==> src/rtl/amstrad_mem_sched.sv <==
// CPC shared-RAM slot scheduler: video fetch in phase 0, Z80 access in phase 2, optional refresh in phase 1.
// Refresh slots are compiled in with AMSTRAD_SCHED_RFSH_EN.
module amstrad_mem_sched #(
   parameter int RFSH_DIV = 4
) (
   input  logic        CLK,
   input  logic        RESET,
   input  logic        CE_16,
   output logic        CE_4,
   output logic [1:0]  phase,
   input  logic [13:0] crtc_ma,
   input  logic [4:0]  crtc_ra,
   output logic [15:0] vram_D,
   output logic        vid_valid,
   input  logic        cpu_req,
   input  logic        cpu_we,
   input  logic [15:0] cpu_addr,
   input  logic [7:0]  cpu_dout,
   output logic [7:0]  cpu_din,
   output logic        cpu_ack,
   output logic        WAIT_n,
   output logic        mem_req,
   output logic        mem_we,
   output logic [15:0] mem_addr,
   output logic [7:0]  mem_wdata,
   input  logic [15:0] mem_rdata,
   input  logic        mem_ack,
   output logic        mem_rfsh,
   output logic        overrun
);

`ifdef AMSTRAD_SCHED_RFSH_EN
   typedef enum logic [1:0] {IDLE, VID, CPU, RFSH} state_t;
`else
   typedef enum logic [1:0] {IDLE, VID, CPU} state_t;
`endif

   state_t      state, state_n;
   logic [1:0]  div;
   logic        pv, pc, pv_n, pc_n;
   logic        v_start, c_start, want_v, want_c;
   logic [15:0] vid_addr, vram_n, addr_n;
   logic [7:0]  din_n, wdata_n;
   logic        vv_n, ack_n, req_n, we_n, ovr_n;
   logic        unused_inputs;

   assign CE_4     = CE_16 & (div == 2'd3);
   assign WAIT_n   = ~cpu_req | cpu_ack;
   assign v_start  = CE_4 & (phase == 2'd3);
   assign c_start  = CE_4 & (phase == 2'd1) & cpu_req;
   assign vid_addr = {crtc_ma[13:12], crtc_ra[2:0], crtc_ma[9:0], 1'b0};
   assign unused_inputs = ^{crtc_ma[11:10], crtc_ra[4:3]};

`ifdef AMSTRAD_SCHED_RFSH_EN
   logic       pr, pr_n, r_start, want_r, rfsh_n;
   logic [7:0] rcnt;

   assign r_start = CE_4 & (phase == 2'd0) & (rcnt == 8'(RFSH_DIV - 1));

   always_ff @(posedge CLK) begin
      if (RESET) begin
         rcnt     <= '0;
         pr       <= 1'b0;
         mem_rfsh <= 1'b0;
      end else begin
         if (CE_4 && phase == 2'd0)
            rcnt <= (rcnt == 8'(RFSH_DIV - 1)) ? '0 : rcnt + 8'd1;
         pr       <= pr_n;
         mem_rfsh <= rfsh_n;
      end
   end
`else
   localparam int unused_rfsh_div = RFSH_DIV;
   assign mem_rfsh = 1'b0;
`endif

   always_comb begin
      state_n = state;
      pv_n    = pv;
      pc_n    = pc;
      req_n   = mem_req;
      we_n    = mem_we;
      addr_n  = mem_addr;
      wdata_n = mem_wdata;
      vram_n  = vram_D;
      din_n   = cpu_din;
      ovr_n   = overrun;
      vv_n    = 1'b0;
      ack_n   = 1'b0;
      want_v  = pv | v_start;
      want_c  = pc | c_start;
`ifdef AMSTRAD_SCHED_RFSH_EN
      pr_n    = pr;
      rfsh_n  = mem_rfsh;
      want_r  = pr | r_start;
`endif
      if (state == IDLE) begin
         // a fresh slot start losing arbitration to a pending slot is deferred like a busy-port start
         if (want_v) begin
            state_n = VID;
            req_n   = 1'b1;
            we_n    = 1'b0;
            addr_n  = vid_addr;
            pv_n    = 1'b0;
            pc_n    = want_c;
            if (c_start) ovr_n = 1'b1;
`ifdef AMSTRAD_SCHED_RFSH_EN
            pr_n = want_r;
            if (r_start) ovr_n = 1'b1;
`endif
         end else if (want_c) begin
            state_n = CPU;
            req_n   = 1'b1;
            we_n    = cpu_we;
            addr_n  = cpu_addr;
            wdata_n = cpu_dout;
            pc_n    = 1'b0;
`ifdef AMSTRAD_SCHED_RFSH_EN
            pr_n = want_r;
            if (r_start) ovr_n = 1'b1;
         end else if (want_r) begin
            state_n = RFSH;
            rfsh_n  = 1'b1;
            pr_n    = 1'b0;
`endif
         end
      end else begin
         if (v_start) begin pv_n = 1'b1; ovr_n = 1'b1; end
         if (c_start) begin pc_n = 1'b1; ovr_n = 1'b1; end
`ifdef AMSTRAD_SCHED_RFSH_EN
         if (r_start) begin pr_n = 1'b1; ovr_n = 1'b1; end
`endif
         if (mem_ack) begin
            state_n = IDLE;
            req_n   = 1'b0;
            we_n    = 1'b0;
`ifdef AMSTRAD_SCHED_RFSH_EN
            rfsh_n  = 1'b0;
`endif
            if (state == VID) begin
               vram_n = mem_rdata;
               vv_n   = 1'b1;
            end
            if (state == CPU) begin
               ack_n = 1'b1;
               if (!mem_we) din_n = mem_addr[0] ? mem_rdata[15:8] : mem_rdata[7:0];
            end
         end
      end
   end

   always_ff @(posedge CLK) begin
      if (RESET) begin
         state     <= IDLE;
         div       <= '0;
         phase     <= '0;
         pv        <= 1'b0;
         pc        <= 1'b0;
         mem_req   <= 1'b0;
         mem_we    <= 1'b0;
         mem_addr  <= '0;
         mem_wdata <= '0;
         vram_D    <= '0;
         vid_valid <= 1'b0;
         cpu_din   <= '0;
         cpu_ack   <= 1'b0;
         overrun   <= 1'b0;
      end else begin
         state     <= state_n;
         div       <= div + {1'b0, CE_16};
         phase     <= phase + {1'b0, CE_4};
         pv        <= pv_n;
         pc        <= pc_n;
         mem_req   <= req_n;
         mem_we    <= we_n;
         mem_addr  <= addr_n;
         mem_wdata <= wdata_n;
         vram_D    <= vram_n;
         vid_valid <= vv_n;
         cpu_din   <= din_n;
         cpu_ack   <= ack_n;
         overrun   <= ovr_n;
      end
   end

endmodule

==> config.mk <==
export PLATFORM = sky130hd
export DESIGN_NAME = amstrad_mem_sched
export DESIGN_NICKNAME = d
export VERILOG_FILES = /design/src/rtl/amstrad_mem_sched.sv
export SDC_FILE = /design/constraint.sdc
export NUM_CORES = 1
export LEC_CHECK = 0
export ABC_AREA = 0
export BUFFER_PORTS_ARGS = -buffer_cell sky130_fd_sc_hd__buf_2
export CORE_MARGIN = 5
export CORE_UTILIZATION = 30
export CTS_CLUSTER_DIAMETER = 40
export CTS_CLUSTER_SIZE = 8
export DETAILED_ROUTE_END_ITERATION = 6
export RECOVER_POWER = 50
export SKIP_LAST_GASP = 1
export SYNTH_ARGS = -nofsm -noshare
export SYNTH_HDL_FRONTEND = slang
export SYNTH_SLANG_ARGS = --single-unit
==> constraint.sdc <==
create_clock -name CLK -period 1.59 [get_ports CLK]
set_input_delay 0.0795 -clock CLK [delete_from_list [all_inputs] [get_ports CLK]]
set_output_delay 0.0795 -clock CLK [all_outputs]
set_load 0.01 [all_outputs]
==> flow_metrics.env <==
export IMPL_grt_pass1_vias=2496
export IMPL_synth_top_cell_by_area="dfxtp_1"
export IMPL_rrSetupSlack_ns=0.04
export IMPL_ys_flop_type="dfxtp_1"
export IMPL_rsz0062_at_grt="yes"
export IMPL_cts_max_path_buffers=2
export IMPL_ys_seq_area_share_pct=48.97
export IMPL_startpoint_type="flip-flop"
export IMPL_skew_ns=0.01022
export IMPL_cp_end_kind="flip-flop"
export IMPL_cts_tree="done"
export IMPL_numPortBuffers=117
export IMPL_first_pass_iters=4
export IMPL_r2r_start="pc"
export IMPL_routed_wl_mm=7.607
export IMPL_worst_pin_slew_ns=0.6009
export IMPL_r2r_end="mem_addr[12]"
export IMPL_synth_area_mux_share_pct=6.422
export IMPL_yosys_area_share_simple_pct=19.47
export IMPL_gp_congestion=0.7986
export IMPL_min_from="cpu_addr[4]"
export IMPL_cts_htree_levels=3
export IMPL_cp_cell_sequence="or4_4 -> o311a_4 -> buf_12 -> o21ai_0 -> a31oi_1"
export IMPL_design_area_um2=3618
export IMPL_critPathMaxStageDelay_ns=0.56
export IMPL_cap_viol_max_count=0
export IMPL_core_area_um2=8175
export IMPL_ys_top_cells_by_count="78 x nand2_1, 61 x dfxtp_1, 21 x a21oi_1, 18 x nor2_1"
export IMPL_worstPathRequired_ns=1.78
export IMPL_p_leak_nw=1.431
export IMPL_drt_iter0_markers=92
export IMPL_ys_seq_elements=61
export IMPL_hold_viol=0
export IMPL_die_area_um2=10240
export IMPL_cts_buffers=9
export IMPL_yosysMostFrequentCell="nand2_1"
export IMPL_min_to="mem_addr[4]"
export IMPL_run_status="finished clean"
export IMPL_reg2reg_depth=5
export IMPL_finalMaxSlewViolations=0
export IMPL_synth_xor_area_share_pct=1.054
export IMPL_grt_util_met2_pct=23.39
export IMPL_crit_slowest_cell="or4_4"
export IMPL_p_per_area_nw_per_um2=835.4
export IMPL_path_clk_slew_ns=0.07
export IMPL_track_usage_pct=14.64
export IMPL_area_growth_pct=45.11
export IMPL_dp_hpwl_mm=5.128
export IMPL_grtUsageMet1_pct=18.04
export IMPL_start_util_pct=30.50
export IMPL_num_io_pins=123
export IMPL_layout_drive_gt1_share_pct=23.30
export IMPL_clock_latency_ns=0.33
export IMPL_syn_area_um2=2494
export IMPL_grt_pass1_wl_mm=11.87
export IMPL_busiest_layer="met2"
export IMPL_synth_cell_types=35
export IMPL_cts_root_buf="clkbuf_8"
export IMPL_num_rows=33
export IMPL_grt_ovfl_total=0
export IMPL_period_needed_ns=1.549
export IMPL_clock_sinks=61
export IMPL_critPathArrivalTime_ns=1.74
export IMPL_synthTopCellsByArea="dfxtp_1 49%, nand2_1 12%, mux2i_1 6.4%"
export IMPL_drt_antenna_violating_nets=0
export IMPL_nNetsFinal=505
export IMPL_cp_max_fo=14
export IMPL_vias=2556
export IMPL_synth_avg_cell_area_um2=8.599
export IMPL_wire_per_inst_um=13.91
export IMPL_met3_usage_pct=5.579
export IMPL_syn_inst=290
export IMPL_antenna_cells=0
export IMPL_hold_path_class="input port to flip-flop"
export IMPL_vias_per_cell=4.673
export IMPL_antenna_found_initial=0
export IMPL_synth_compound_area_share_pct=17.31
export IMPL_path_class="flip-flop to flip-flop"
export IMPL_max_slew_margin_rel_pct=59.94
export IMPL_synth_fa_ha_area_share_pct=0.5018
export IMPL_die_h_um=101.2
export IMPL_fmaxAchievable_ghz=0.6457
export IMPL_yosys_area_top_type_share_pct=48.97
export IMPL_total_power_mw=3.023
export IMPL_ir_worst_vdd_mv=0.3443
export IMPL_ys_async_sr_fraction_pct=0
export IMPL_fillers=845
export IMPL_grt_max_degree=38
export IMPL_syn_num_nets=356
export IMPL_synth_edff_count=0
export IMPL_worstHoldPathCells=3
export IMPL_setup_viol=0
export IMPL_ys_warn_count=0
export IMPL_drc=0
export IMPL_fin_crit_sh_pct=97.40
export IMPL_synth_top_family_by_area="simple AND/OR/NAND/NOR gates"
export IMPL_place_area_um2=3183
export IMPL_die_w_um=101.2
[logic make-up (layout without fill, tap and decap cells)]
group | Yosys count | in the layout
flops | 61 | 61
other cells | 1 | 1
mux | 16 | 16
buf+inv | 26 | 177
simple gates | 112 | 112
compound gates | 70 | 71
xor+xnor | 3 | 3
fa+ha+maj | 1 | 1
[worst max path at each step]
| stage | to | slack, ns | cells after the start | startpoint |
|---|---|---|---|---|
| 4_1_cts | mem_addr[12] | 0.05 | 5 | pc |
| 5_1_grt | mem_addr[6] | -0.0003 | 4 | pc |
| 2_1_floorplan | mem_addr[11] | 0.06 | 6 | phase[1] |
| 3_3_place_gp | mem_we | 0.09 | 4 | div[1] |
| 6_report | mem_addr[12] | 0.04 | 5 | pc |
| 3_5_place_dp | mem_we | -0.005 | 4 | div[1] |
[flip-flops by register name, summed over array words and instances (netlist names)]
signal	count
cpu_ack	1
cpu_din	8
div	2
mem_addr	16
mem_req	1
mem_wdata	8
mem_we	1
overrun	1
pc	1
phase	2
pv	1
state	2
vid_valid	1
vram_D	16
[layout make-up]
type | instances | area, um^2 | share of cell area, %
clock buffers | 13 | 178.9 | 4.945
clock inverters | 1 | 5.005 | 0.1383
inverters | 4 | 15.01 | 0.4149
multi-input cells | 204 | 1139 | 31.47
flip-flops and latches | 61 | 1221 | 33.75
well taps | 105 | 131.4 | 3.631
repair buffers | 159 | 928.4 | 25.66
[where the power goes]
| part | switching (mW) | leakage (nW) | internal, mW |
|---|---|---|---|
| sequential | 0.00425 | 0.491 | 1.53 |
| clock | 0.556 | 0.0974 | 0.717 |
| combinational | 0.0905 | 0.842 | 0.122 |
[critical path: cells and delay by family (launching register included)]
kind	cells	cell delay (ns)
AOI/OAI and AO/OA	3	0.38
DFF	1	0.32
buffers and inverters	1	0.15
and+or+nand+nor	1	0.56
[layer usage]
layer	up-vias	wire length, um
met3	8	795
met1	1167	3297
met2	100	3422
li1	1281	-
met4	0	92
met5	-	0
[cell usage in the layout, fill, tap and decap left out, types with 4 or more instances in the layout]
cell type / instances
buf_4: 13
clkbuf_1: 52
o21ai_0: 10
nor2b_1: 5
a21oi_1: 21
nand2_1: 78
o21ai_1: 6
inv_1: 4
nor2_1: 17
dfxtp_1: 61
dlygate4sd3_1: 27
buf_2: 65
clkbuf_8: 13
a31oi_1: 16
mux2i_1: 16
a211oi_1: 10
[what timing repair did]
action / in CTS / in global routing
gates resized for setup: 0 / 8
hold buffers: 27 / 0
setup endpoints to repair: 1 / 9
setup buffers: 2 / 0
endpoints found under the hold margin: 25 / 0
gates cloned: 1 / 0
pin swaps: 1 / 0
[stage by stage]
| stage | worst slack, ns | setup TNS, ns | hold WS (ns) | instances | utilization (%) |
|---|---|---|---|---|---|
| detailed placement | -0.004504 | -0.004504 | 0.3051 | 503 | 38.93 |
| CTS | 0.04685 | 0 | 0.0002098 | 547 | 44.96 |
| global placement | 0.08734 | 0 | 0.3008 | 503 | 38.93 |
| floorplan | 0.06015 | 0 | 0.1751 | 290 | - |
| finish | 0.04130 | 0 | 0.01960 | 547 | 44.26 |
| global route | -0.0002824 | -0.0002824 | 0.001653 | 547 | 44.26 |
(Power assumes the default switching activity.)
